File: src/rtl/aes_round_ops.sv
// AES-128 round-operation unit: AddRoundKey, single-step key expansion and
// MixColumns, each an independently enabled, registered datapath.
module aes_round_ops (
  input  logic         clk,
  input  logic         reset,
  input  logic         ark_en,
  input  logic [127:0] ark_state_in,
  input  logic [127:0] ark_key_in,
  output logic [127:0] ark_out,
  output logic         ark_done,
  input  logic         kexp_en,
  input  logic [127:0] kexp_key_in,
  input  logic [3:0]   kexp_num,
  output logic [127:0] kexp_out,
  input  logic         mc_en,
  input  logic [127:0] mc_in,
  output logic [127:0] mc_out,
  output logic         mc_done
);

  // Forward S-box, entry 0 in the most significant byte.
  localparam logic [2047:0] SBOX_TBL = {
    128'h637c777bf26b6fc53001672bfed7ab76, 128'hca82c97dfa5947f0add4a2af9ca472c0,
    128'hb7fd9326363ff7cc34a5e5f171d83115, 128'h04c723c31896059a071280e2eb27b275,
    128'h09832c1a1b6e5aa0523bd6b329e32f84, 128'h53d100ed20fcb15b6acbbe394a4c58cf,
    128'hd0efaafb434d338545f9027f503c9fa8, 128'h51a3408f929d38f5bcb6da2110fff3d2,
    128'hcd0c13ec5f974417c4a77e3d645d1973, 128'h60814fdc222a908846eeb814de5e0bdb,
    128'he0323a0a4906245cc2d3ac629195e479, 128'he7c8376d8dd54ea96c56f4ea657aae08,
    128'hba78252e1ca6b4c6e8dd741f4bbd8b8a, 128'h703eb5664803f60e613557b986c11d9e,
    128'he1f8981169d98e949b1e87e9ce5528df, 128'h8ca1890dbfe6426841992d0fb054bb16
  };

  function automatic logic [7:0] sbox(input logic [7:0] b);
    return SBOX_TBL[2047 - 8*int'(b) -: 8];
  endfunction

  function automatic logic [7:0] rcon(input logic [3:0] num);
    case (num)
      4'd1:    return 8'h01;
      4'd2:    return 8'h02;
      4'd3:    return 8'h04;
      4'd4:    return 8'h08;
      4'd5:    return 8'h10;
      4'd6:    return 8'h20;
      4'd7:    return 8'h40;
      4'd8:    return 8'h80;
      4'd9:    return 8'h1b;
      4'd10:   return 8'h36;
      default: return 8'h00;
    endcase
  endfunction

  function automatic logic [7:0] xtime(input logic [7:0] b);
    return {b[6:0], 1'b0} ^ (b[7] ? 8'h1b : 8'h00);
  endfunction

  // One column, row 0 in the most significant byte.
  function automatic logic [31:0] mix_column(input logic [31:0] col);
    logic [7:0] a0, a1, a2, a3;
    {a0, a1, a2, a3} = col;
    return {xtime(a0) ^ xtime(a1) ^ a1 ^ a2 ^ a3,
            a0 ^ xtime(a1) ^ xtime(a2) ^ a2 ^ a3,
            a0 ^ a1 ^ xtime(a2) ^ xtime(a3) ^ a3,
            xtime(a0) ^ a0 ^ a1 ^ a2 ^ xtime(a3)};
  endfunction

  logic [127:0] ark_out_d, ark_out_q;
  logic         ark_done_d, ark_done_q;
  logic [127:0] kexp_out_d, kexp_out_q;
  logic [127:0] mc_out_d, mc_out_q;
  logic         mc_done_d, mc_done_q;

  logic [31:0]  kexp_rot, kexp_t;
  logic [31:0]  kexp_o0, kexp_o1, kexp_o2, kexp_o3;
  logic         kexp_num_valid;

  always_comb begin
    kexp_rot = {kexp_key_in[23:0], kexp_key_in[31:24]};
    kexp_t   = {sbox(kexp_rot[31:24]), sbox(kexp_rot[23:16]),
                sbox(kexp_rot[15:8]),  sbox(kexp_rot[7:0])}
             ^ {rcon(kexp_num), 24'h0};
    kexp_o0  = kexp_key_in[127:96] ^ kexp_t;
    kexp_o1  = kexp_key_in[95:64]  ^ kexp_o0;
    kexp_o2  = kexp_key_in[63:32]  ^ kexp_o1;
    kexp_o3  = kexp_key_in[31:0]   ^ kexp_o2;
    kexp_num_valid = (kexp_num >= 4'd1) && (kexp_num <= 4'd10);
  end

  always_comb begin
    // NOTE: every _d starts from the held value so no path leaves it unassigned (no latches).
    ark_out_d  = ark_out_q;
    kexp_out_d = kexp_out_q;
    mc_out_d   = mc_out_q;
    ark_done_d = ark_en;
    mc_done_d  = mc_en;
    if (ark_en) ark_out_d = ark_state_in ^ ark_key_in;
    if (kexp_en) kexp_out_d = kexp_num_valid ? {kexp_o0, kexp_o1, kexp_o2, kexp_o3}
                                             : kexp_key_in;
    if (mc_en) mc_out_d = {mix_column(mc_in[127:96]), mix_column(mc_in[95:64]),
                           mix_column(mc_in[63:32]),  mix_column(mc_in[31:0])};
  end

  // NOTE: non-blocking assignments keep every register sampling pre-edge values.
  always_ff @(posedge clk) begin
    if (reset) begin
      ark_out_q  <= '0;
      ark_done_q <= 1'b0;
      kexp_out_q <= '0;
      mc_out_q   <= '0;
      mc_done_q  <= 1'b0;
    end else begin
      ark_out_q  <= ark_out_d;
      ark_done_q <= ark_done_d;
      kexp_out_q <= kexp_out_d;
      mc_out_q   <= mc_out_d;
      mc_done_q  <= mc_done_d;
    end
  end

  assign ark_out  = ark_out_q;
  assign ark_done = ark_done_q;
  assign kexp_out = kexp_out_q;
  assign mc_out   = mc_out_q;
  assign mc_done  = mc_done_q;

endmodule

File: config.mk
export PLATFORM = sky130hd
export DESIGN_NAME = aes_round_ops
export DESIGN_NICKNAME = d
export VERILOG_FILES = /design/src/rtl/aes_round_ops.sv
export SDC_FILE = /design/constraint.sdc
export NUM_CORES = 2
export LEC_CHECK = 0
export ABC_AREA = 1
export BUFFER_PORTS_ARGS = -buffer_cell sky130_fd_sc_hd__buf_4
export CAP_MARGIN = 20
export CELL_PAD_IN_SITES_DETAIL_PLACEMENT = 0
export CELL_PAD_IN_SITES_GLOBAL_PLACEMENT = 1
export CORE_AREA = 2 2 355 357
export CTS_CLUSTER_SIZE = 12
export DETAILED_ROUTE_END_ITERATION = 6
export DIE_AREA = 0 0 357 359
export GPL_TIMING_DRIVEN = 1
export PLACE_DENSITY = 0.63
export SYNTH_ARGS = -nofsm -noshare
export SYNTH_HDL_FRONTEND = slang
export SYNTH_SLANG_ARGS = --single-unit
File: constraint.sdc
create_clock -name clk -period 9.95 [get_ports clk]
set_clock_uncertainty 0.1 [all_clocks]
set_input_delay 2.4875 -clock clk [delete_from_list [all_inputs] [get_ports clk]]
set_output_delay 2.4875 -clock clk [all_outputs]
set_load 0.1 [all_outputs]
==> results.toml <==
[place]
dp_cells = 7968
gp_congestion = 1.027
hpwl_um = 179600
port_buffers = 906
pre_cts_ws_ps = 3597
dpl_cell_area_um2 = 41990

[synth]
syn_inst = 5749
yosysUniqueCellTypes = 38
yosysWarnings = 0
synthAdderAreaFrac_pct = 2.299
synth_edf_count = 0
yosysSeqAreaShare_pct = 22.32
synth_nets = 6333
muxShareOfSynthArea_pct = 0
postSynthAreaPerCell_um2 = 6.021
synthArstFlopShare_pct = 0
synthesis.area_um2 = 34610
synth-xor-area-share_pct = 13.82
ys_ff_latch = 386
synthSimpleGateAreaFrac_pct = 38.95
ys.flop_type = "dfxtp_1"
synth_compound_area_share_pct = 11.82
synth_top_family_by_area = "simple AND/OR/NAND/NOR gates"

[floorplan]
rows = 130
dieArea_um2 = 128200
die_x_um = 357
die-height_um = 359
initial_utilization_pct = 27.78
io_pins = 907
core-area_um2 = 124600

[timing]
timing.fmax_mhz = 173.8
fin_crit_ps = 5754
slew_viol_final = 0
holdWs_ps = 364.3
setup_viol = 0
setup-tns-final_ps = 0
rsz0062_at_grt = "no"
worst_pin_slew_ps = 1121
hold_viol_final = 0
worst_slack_ps = 4196
final.period_utilization_pct = 57.83
relSlewSlack_pct = 25.29

[pwr]
power_density_nw_per_um2 = 164.4
p_leak_nw = 22.50
p_total_mw = 7.202
ir_drop_uv = 141.0

[clock_tree]
cts_root_buffer = "clkbuf_16"
insertion_delay_ps = 650
htree_num_levels = 2
cts.clk_slew.worst_paths_ps = 60
clock-sinks = 386
cts_resized = 0
cts_tree = "built"
cts_buffer_depth = 3
numCtsBuffers = 55
holdBufCountCts = 0
cts_setup_buffers = 0

[global_route]
track_usage_pct = 34.16
grt_overflow = 0
antenna_found_initial = 22
grt_pass1_vias = 39606
grt_pass1_wl_um = 315900
grt_max_degree = 100

[route]
vias_per_cell = 5.281
drc_errors = 0
detail_route.first_pass.iterations = 7
detail_route.wl_per_cell_um = 28.42
vias = 42648
drt_iter0_markers = 5119
wl_um = 229500
antenna_left = 0

[worst_setup_path]
cp_common_cell = "nand2_1"
crit_path_end_kind = "flip-flop"
crit_type = "input port to flip-flop"
critPathBufInv = 4
cp_top_family = "simple AND/OR/NAND/NOR gates"
startpoint_type = "input port"
cp_cell_sequence = "buf_4 > inv_1 > ha_1 > nand2_1 > inv_1 > o21ai_0 > nand3_1 > nand3_1 > nand3_1 > nand3_1 > nand2_1 > nand2_1 > nand3_1 > nand2_1 > nand2_1 > nand2_1 > nand2_1 > nand2_1 > nand3_1 > nand2_1 > inv_1"
cpPeakStageDelay_ps = 500
crit_fanout = 14
critPathArrivalTime_ps = 6240
crit_required_ps = 10440
crit_slowest_cell = "nand2_1"

[layout]
nets = 6959
final_cell_mix = "nand2_1, nand3_1, buf_4"
drive_gt1_share_pct = 17.46
final_common_cell = "nand2_1"
final_area_um2 = 43810
fin_cells = 8076
final_util_pct = 35.17
areaGrowthSynthToFinish_pct = 26.58

[run]
cap_viol_max_count = 0

[run_status]
outcome = "completed"

[hold_path]
worstHoldPathType = "flip-flop to flip-flop"
==> where the power goes <==
part	internal, mW	switching (mW)	total, mW
Combinational	0.838	2.51	3.35
Sequential	1.69	0.108	1.80
Clock	1.17	0.881	2.05
Total	3.70	3.50	7.20
==> final timing paths <==
path                        from             to  slack [ps]  depth (start not counted)
hold reg to reg    kexp_out[117]  kexp_out[117]         360                          2
setup reg to reg    kexp_out[56]   kexp_out[56]        8500                          2
setup / recovery  kexp_key_in[8]   kexp_out[19]        4200                         21
hold / removal     kexp_out[117]  kexp_out[117]         360                          2
==> area by class of cell <==
class	count	area, um^2
tap	1650	2064
timing repair buffer	937	7049
clock inverter	23	242.7
multi-input combinational	4473	23160
antenna	7	17.52
inverter	522	1993
clock buffer	78	1563
sequential	386	7727
fill	14081	80780
==> synth_stat cells (62+ instances only) <==
library cell	n	area (um^2)
nand2_1	1349	5064
xnor2_1	248	2172
nand3_1	1127	5640
a21oi_1	303	1516
o211ai_1	92	690.7
nor2_1	559	2098
buf_2	99	495.5
inv_1	493	1851
ha_1	62	775.7
clkbuf_1	187	701.9
o21ai_0	279	1396
xor2_1	298	2610
dfxtp_1	386	7727
==> registers in the layout, indices dropped and copies added (netlist names) <==
name      cells
mc_out      128
ark_out     128
mc_done       1
ark_done      1
kexp_out    128
==> cells by family (layout without fill, tap and decap cells) <==
group,after synthesis,count (layout)
simple gates,3130,3130
buf+inv,890,1560
compound gates,734,734
xor+xnor,546,546
flops,386,386
fa+ha+maj,63,63
other cells,0,7
==> metal layers <==
metal	routed length, um	track usage [%]	up-vias
met4	6490	8.593	22
met1	98120	45.64	20303
li1	-	-	19928
met2	104700	54.90	2104
met3	20120	8.041	291
met5	138	0	-
==> worst reg2reg max path: cells and delay by family, from the launching register on <==
kind / cells / cell delay (ps)
flops: 1 / 440
compound gates: 2 / 770
Note: power is estimated with default switching activity, not from simulation.
